===== src/rtl/nb_shift_pipe_pkg.sv =====
// ============================================================================
// Module  : nb_shift_pipe_pkg
// Brief   : Mode and stage-select encodings shared by the shift pipe.
// Revision: 1.0  initial release
// ============================================================================
`default_nettype none

package nb_shift_pipe_pkg;

  typedef logic [1:0] mode_t;

  localparam mode_t MODE_HOLD   = 2'b00;
  localparam mode_t MODE_SHIFT  = 2'b01;
  localparam mode_t MODE_ROTATE = 2'b10;
  localparam mode_t MODE_SWAP   = 2'b11;

  typedef logic [1:0] sel_t;

  localparam sel_t SEL_HOLD = 2'b00;
  localparam sel_t SEL_PREV = 2'b01;
  localparam sel_t SEL_WRAP = 2'b10;

endpackage

`default_nettype wire


===== src/rtl/nb_pipe_stage.sv =====
// ============================================================================
// Module  : nb_pipe_stage
// Brief   : One {valid, data} register with hold / previous / wrap next-value mux.
// Revision: 1.0  initial release
// ============================================================================
`default_nettype none

module nb_pipe_stage
  import nb_shift_pipe_pkg::*;
#(
  parameter int WIDTH = 2
) (
  input  logic           clk,
  input  logic           rst_n,
  input  logic           i_clr,
  input  sel_t           i_sel,
  input  logic [WIDTH:0] i_prev,
  input  logic [WIDTH:0] i_wrap,
  output logic [WIDTH:0] o_q
);

  logic [WIDTH:0] r_q;
  logic [WIDTH:0] w_next;

  always_comb begin
    w_next = r_q;
    case (i_sel)
      SEL_PREV: w_next = i_prev;
      SEL_WRAP: w_next = i_wrap;
      default:  w_next = r_q;
    endcase
  end

  always_ff @(posedge clk or negedge rst_n) begin
    if (!rst_n) begin
      r_q <= '0;
    end else if (i_clr) begin
      r_q <= '0;
    end else begin
      r_q <= w_next;
    end
  end

  assign o_q = r_q;

endmodule

`default_nettype wire


===== src/rtl/nb_shift_pipe.sv =====
// ============================================================================
// Module  : nb_shift_pipe
// Brief   : DEPTH-stage register chain with hold, shift, rotate and end-swap modes.
// Revision: 1.0  initial release
// ============================================================================
`default_nettype none

module nb_shift_pipe
  import nb_shift_pipe_pkg::*;
#(
  parameter  int WIDTH = 2,
  parameter  int DEPTH = 3,
  localparam int CNTW  = $clog2(DEPTH + 1)
) (
  input  logic               clk,
  input  logic               rst_n,
  input  logic               en,
  input  logic               flush,
  input  mode_t              mode,
  input  logic [WIDTH-1:0]   din,
  input  logic               din_valid,
  output logic [WIDTH-1:0]   dout,
  output logic               dout_valid,
  output logic [WIDTH*DEPTH-1:0] taps,
  output logic [CNTW-1:0]    count
);

  // Each entry is {valid, data}
  logic [DEPTH-1:0][WIDTH:0] w_q;
  logic [CNTW-1:0]           r_count;
  logic [CNTW:0]             w_cnt_sum;

  for (genvar i = 0; i < DEPTH; i++) begin : g_stage
    logic [WIDTH:0] w_prev;
    logic [WIDTH:0] w_wrap;
    sel_t           w_sel;

    // Stage 0 wraps from the tail (rotate/swap); the tail wraps from stage 0 (swap)
    if (i == 0) begin : g_head
      assign w_prev = {din_valid, din};
      assign w_wrap = w_q[DEPTH-1];
    end else begin : g_body
      assign w_prev = w_q[i-1];
      assign w_wrap = w_q[0];
    end

    always_comb begin
      w_sel = SEL_HOLD;
      if (en) begin
        case (mode)
          MODE_SHIFT:  w_sel = SEL_PREV;
          MODE_ROTATE: w_sel = (i == 0) ? SEL_WRAP : SEL_PREV;
          MODE_SWAP:   w_sel = ((i == 0) || (i == DEPTH - 1)) ? SEL_WRAP : SEL_HOLD;
          default:     w_sel = SEL_HOLD;
        endcase
      end
    end

    nb_pipe_stage #(
      .WIDTH (WIDTH)
    ) u_stage (
      .clk    (clk),
      .rst_n  (rst_n),
      .i_clr  (flush),
      .i_sel  (w_sel),
      .i_prev (w_prev),
      .i_wrap (w_wrap),
      .o_q    (w_q[i])
    );

    assign taps[i*WIDTH +: WIDTH] = w_q[i][WIDTH-1:0];
  end

  assign w_cnt_sum = {1'b0, r_count}
                   + {{CNTW{1'b0}}, din_valid}
                   - {{CNTW{1'b0}}, w_q[DEPTH-1][WIDTH]};

  // The MSB guard can only trip on an inconsistent count; it keeps the value in range
  always_ff @(posedge clk or negedge rst_n) begin
    if (!rst_n) begin
      r_count <= '0;
    end else if (flush) begin
      r_count <= '0;
    end else if (en && (mode == MODE_SHIFT) && !w_cnt_sum[CNTW]) begin
      r_count <= w_cnt_sum[CNTW-1:0];
    end
  end

  assign count      = r_count;
  assign dout       = w_q[DEPTH-1][WIDTH-1:0];
  assign dout_valid = w_q[DEPTH-1][WIDTH];

endmodule

`default_nettype wire


===== config.mk =====
export PLATFORM = sky130hd
export DESIGN_NAME = nb_shift_pipe
export DESIGN_NICKNAME = d
export VERILOG_FILES = /design/src/rtl/nb_shift_pipe_pkg.sv /design/src/rtl/nb_pipe_stage.sv /design/src/rtl/nb_shift_pipe.sv
export SDC_FILE = /design/constraint.sdc
export NUM_CORES = 1
export LEC_CHECK = 0
export ABC_CLOCK_PERIOD_IN_PS = 2400
export CAP_MARGIN = 40
export CELL_PAD_IN_SITES_DETAIL_PLACEMENT = 1
export CELL_PAD_IN_SITES_GLOBAL_PLACEMENT = 1
export CORE_MARGIN = 1.5
export CORE_UTILIZATION = 30
export CTS_CLUSTER_DIAMETER = 120
export DETAILED_ROUTE_END_ITERATION = 6
export PLACE_DENSITY = 0.77
export SLEW_MARGIN = 40
export SYNTH_ARGS = -nofsm -noshare
export SYNTH_HDL_FRONTEND = slang
export SYNTH_SLANG_ARGS = --single-unit
export TNS_END_PERCENT = 50

===== constraint.sdc =====
create_clock -name clk -period 2.4 [get_ports clk]
set_input_delay 0.72 -clock clk [delete_from_list [all_inputs] [get_ports clk]]
set_output_delay 0.72 -clock clk [all_outputs]
set_load 0.005 [all_outputs]

## Yosys cells after proc, flatten, opt, wreduce, memory -nomap -nowiden

Cells that the tools add are included.

| cells by class | value |
|---|---|
| $add $sub $neg | 2 |
| multiply operators | 0 |
| div/mod/pow operators | 0 |
| magnitude comparators | 0 |
| equal/unequal tests | 9 |
| shifts and indexed selects | 0 |
| mux-type cells | 14 |
| bitwise logic cells | 0 |
| reductions and logical operators | 10 |

Operators by type and width:

| operator | number |
|---|---|
| $mux W3 | 4 |
| $pmux W3 S2 | 2 |
| $eq A2 B2 Y1 const B | 4 |
| $mux W2 | 4 |
| $pmux W2 S2 | 2 |
| $eq A2 B1 Y1 const B | 3 |
| $reduce_bool A3 Y1 | 2 |
| $reduce_or A2 Y1 | 3 |
| $reduce_bool A2 Y1 | 2 |
| $add A2 B1 Y3 | 1 |
| $sub A3 B1 Y3 | 1 |
| $eq A1 B2 Y1 const B | 1 |
| $logic_and A1 B1 Y1 | 2 |
| $mux W1 | 2 |
| $eq A1 B1 Y1 const B | 1 |
| $logic_not A1 Y1 | 1 |

| storage, ports and cells | value |
|---|---|
| register bits | 11 |
| bits in latches | 0 |
| memory bits (writable) | 0 |
| ROM bits | 0 |
| output and inout bits | 11 |
| memories | 0 |

## Depth between registers and ports, before layout

| logic depth | value |
|---|---|
| word-level depth | 8 |
| mapped depth | 8 |
| mapped depth without buffers | 8 |

## Hierarchy

A second synthesis with hierarchy kept.

| second synthesis, totals | value |
|---|---|
| cells, all modules | 77 |
| area, all modules | 809.5 µm² |

Modules (own cells, without submodules):

| module | times used | cells an instance | area each (µm²) | seq. area each (µm²) |
|---|---|---|---|---|
| nb_pipe_stage | 3 | 15 | 177.7 | 75.1 |
| nb_shift_pipe | 1 | 32 | 276.5 | 50.0 |

## Worst setup path after synthesis

No wires, ideal clock.

| timing | value |
|---|---|
| kind | input to register |
| from | input port din_valid |
| to | register r_count[0], in the netlist count[0] |
| library setup time | 79 ps |
| data arrival time | 1835 ps |
| setup slack | 486 ps |
| cell stages on the path | 5 |
| cells stage by stage | ha_1 fa_1 xor2_1 a31o_2 a21oi_1 |

| between the ends | value |
|---|---|
| cells in the longest elaborated chain, start to end | 5 |
| elaborated cells between the ends (all ways) | 7 |

Ends and longest elaborated chain:

| what | RTL line | source |
|---|---|---|
| start: declaration | nb_shift_pipe.sv:21 | `input logic din_valid,` |
| $add A2 B1 Y3 * | nb_shift_pipe.sv:75 | `+ {{CNTW{1'b0}}, din_valid}` |
| $sub A3 B1 Y3 * | nb_shift_pipe.sv:76 | `- {{CNTW{1'b0}}, w_q[DEPTH-1][WIDTH]};` |
| $logic_not A1 Y1 | nb_shift_pipe.sv:84 | `end else if (en && (mode == MODE_SHIFT) && !w_cnt_sum[CNTW]) begin` |
| $logic_and A1 B1 Y1 | nb_shift_pipe.sv:84 |  |
| $reduce_bool A2 Y1 (no source line) | n/a |  |
| end signal: assignment | nb_shift_pipe.sv:85 | `r_count <= w_cnt_sum[CNTW-1:0];` |
| end: declaration | nb_shift_pipe.sv:30 | `logic [CNTW-1:0] r_count;` |

Every way passes the cells marked *; elsewhere a longest branch is shown, timed or not. The select of a mux whose other input is x is not followed.
A chain may end at the register's enable or synchronous reset.

## Worst setup path in the final report

Ends and elaborated chain as after synthesis.

==> qor.txt <==
CTS buffer count: 3
FF/Latch Area: 275.3 um2
# IOs: 20
Synth area leader: dfrtp_1
GP Congestion: 0.7235
crit end category: flop
CTS Buffer Depth: 2
1st-pass router iterations: 2
dpl ws: -0.05352 ns
first-pass GRT wire length: 3070 um
number of nets still failing antenna checks after routing: 0
number of global-route vias before repair: 695
root buf cell: clkbuf_4
Yosys reg bits: 11
Comb pwr share: 28.1%
cells along the critical path: clkdlybuf4s50_1, ha_1, fa_1, xor2_1, a31o_2, a21oi_1
Max VDD drop: 283.1 uV
diodes inserted: 0
unrepaired setup endpoints after global routing: no
share of cells above drive strength 1: 16.67%
Tightest Pin Transition: 0.5026 ns
fin worst setup slack: 0.2342 ns
CTS tree: yes
total vias in the final route: 648
max-cap viol count: 0
max_slew headroom: 66.39%
Avg Cell Area, Syn: 9.618 um2
compound-cell area share of the yosys netlist: 15.99%
Largest stage delay, worst path: 0.43 ns
Clk pwr share: 27.2%
Net Sw Frac: 28.17%
# rows: 18
Detailed Place HPWL: 1516 um
Remaining DRCs: 0
sw power: 0.0001284 W
commonest cells after routing, fill and taps aside: clkdlybuf4s50_1 (19), dfrtp_1 (11), inv_1 (9), a21oi_1 (8), nand2_1 (8)
width of the die: 54.59 um
xor/xnor share of the synthesized area: 2.194%
Vias/cell: 4.909
Syn Nets: 100
cells after synthesis: 83
final cycle utilization of the critical path: 90.24%
I/O Buffers: 19
final hold vios: 0
CP Data Arrival Time: 2.36 ns
Cell Area, Placed: 0.001005 mm2
main combinational cell family by area after synthesis: compound AO/OA/AOI/OAI gates
area of the die: 0.002980 mm2
Seq/Total Area, Yosys: 34.48%
clk sinks: 11
cell internal pwr: 0.0003273 W
drt initial violations: 4
final net count: 120
Routed WL: 1833 um
Leakage: 0.4378 nW
multi-input logic area: 430.4 um2
HP Class: reg -> reg
routed len/inst: 13.89 um
most common cell after layout, fill and taps aside: clkdlybuf4s50_1
# fillers: 290
Chip Height: 54.59 um
TNS Setup: 0 ns
Max stage delay cell, worst path: clkdlybuf4s50_1
worst-skew pair later-pin latency: 0.27 ns
critical path class: in -> reg
YS warnings: 0
Tmin final: 2.166 ns
CTS-repair resized insts: 0
Max Slew Vio Count: 0
area grow syn2layout: 29.15%
Top Family by Delay on Critical Path: adder cells
Initial Util: 31.93%
cell area after layout: 0.001031 mm2
Post-Synth Simple-Gate Area: 13.01%
initial antenna violation count: 0
CP Launch Type: input pin
total gr overflow: 0
Synth area leaders: dfrtp_1 (34%), ha_1 (11%), buf_4 (5.6%)
Reg power frac: 44.7%
Post-Syn Area: 798.3 um2
Yosys top cell area share: 34.48%
Critical Path RT: 2.59 ns
Buf+Inv Stages, Crit Path: 1
Core ar.: 0.002500 mm2
Max FO, Critical Path: 3
outcome: complete, no violations
# hold bufs at CTS: 0
CTS H-tree depth: 1
Final setup viols: 0
GRT Total Usage: 15.13%
Power Density: 442.0 mW/mm2
mux cell area share after synthesis: 9.248%
Worst Skew: 0.0003749 ns
number of library cell types mapped by synthesis: 22
Fmax: 0.4617 GHz
post-CTS setup buffers: 0
Adder-Cell Fraction of Synth Area: 13.48%
largest net degree at the start of global routing: 12
Clock Pin Slew Worst Setup and Hold Paths: 0.06 ns
per-layer routing:
layer	vias to the layer above	track usage (%)	part of all wire [%]
met4	0	5.000	1.5
met1	314	15.66	40
li1	314	-	-
met5	-	0	0
met2	16	27.98	54
met3	4	5.191	4.4
flip-flops by register name (all words and copies together) (netlist names):
name                 flops
count                    2
g_stage.u_stage.o_q      9
Yosys cell counts:
library cell,number
xor2_1,2
a21oi_1,8
nand3b_1,1
o21ba_2,1
a31o_2,1
o21ai_0,1
mux2_2,3
buf_4,6
inv_1,9
o32ai_1,3
nand3_1,3
and2_2,1
mux2i_1,4
clkbuf_1,1
fa_1,1
a211oi_2,3
buf_2,2
nand2b_1,5
nand4_1,2
dfrtp_1,11
ha_1,7
nand2_1,8
layout make-up:
cell class | count | share of cell area (%)
tap | 30 | 3.641
timing repair buffer | 24 | 22.09
sequential | 11 | 26.70
clock buffer | 4 | 2.549
multi-input combinational | 54 | 41.75
inverter | 9 | 3.277
power by group through the flow:
stage	logic, W	clock network, W	registers (W)
2_1_floorplan	0.0000722	0	0.000205
3_3_place_gp	0.000122	0	0.000208
3_5_place_dp	0.000130	0	0.000208
4_1_cts	0.000131	0.000134	0.000204
5_1_grt	0.000144	0.000140	0.000206
6_report	0.000128	0.000124	0.000204
path summary, 6_finish.rpt:
path | startpoint | to | slack, ns | depth (start not counted)
worst max-delay path | din_valid | count[0] | 0.23 | 6
max in group asynchronous | rst_n | g_stage[2].u_stage.o_q[2] | 1.28 | 1
min in group asynchronous | rst_n | g_stage[1].u_stage.o_q[1] | 0.79 | 1
worst min register to register | g_stage[1].u_stage.o_q[2] | g_stage[1].u_stage.o_q[2] | 0.53 | 2
worst min-delay path | g_stage[1].u_stage.o_q[2] | g_stage[1].u_stage.o_q[2] | 0.53 | 2
worst max register to register | g_stage[2].u_stage.o_q[2] | count[0] | 0.39 | 7
worst min-delay path, cell delays in order, from the launching register on:
cell     delay [ns]
dfrtp_1        0.38
nand2_1        0.06
a21oi_1        0.05
cells by family (layout without fill, tap and decap cells):
| logic type | count (synthesis) | after routing |
|---|---|---|
| compound gates | 17 | 17 |
| xor+xnor | 2 | 2 |
| fa+ha+maj | 8 | 8 |
| buf+inv | 18 | 37 |
| flops | 11 | 11 |
| mux | 7 | 7 |
| simple gates | 20 | 20 |
through the flow:
step                      util [%]  cells  total power, W  hold WS (ns)
after global placement       40.19    128       0.0003302        0.5179
after floorplan                  -     83       0.0002776        0.4244
final                        41.24    132       0.0004557        0.5278
after global routing         41.24    132       0.0004896        0.5421
after detailed placement     40.19    128       0.0003385        0.5233
after CTS                    41.24    132       0.0004693        0.5331
(Power assumes the default switching activity.)
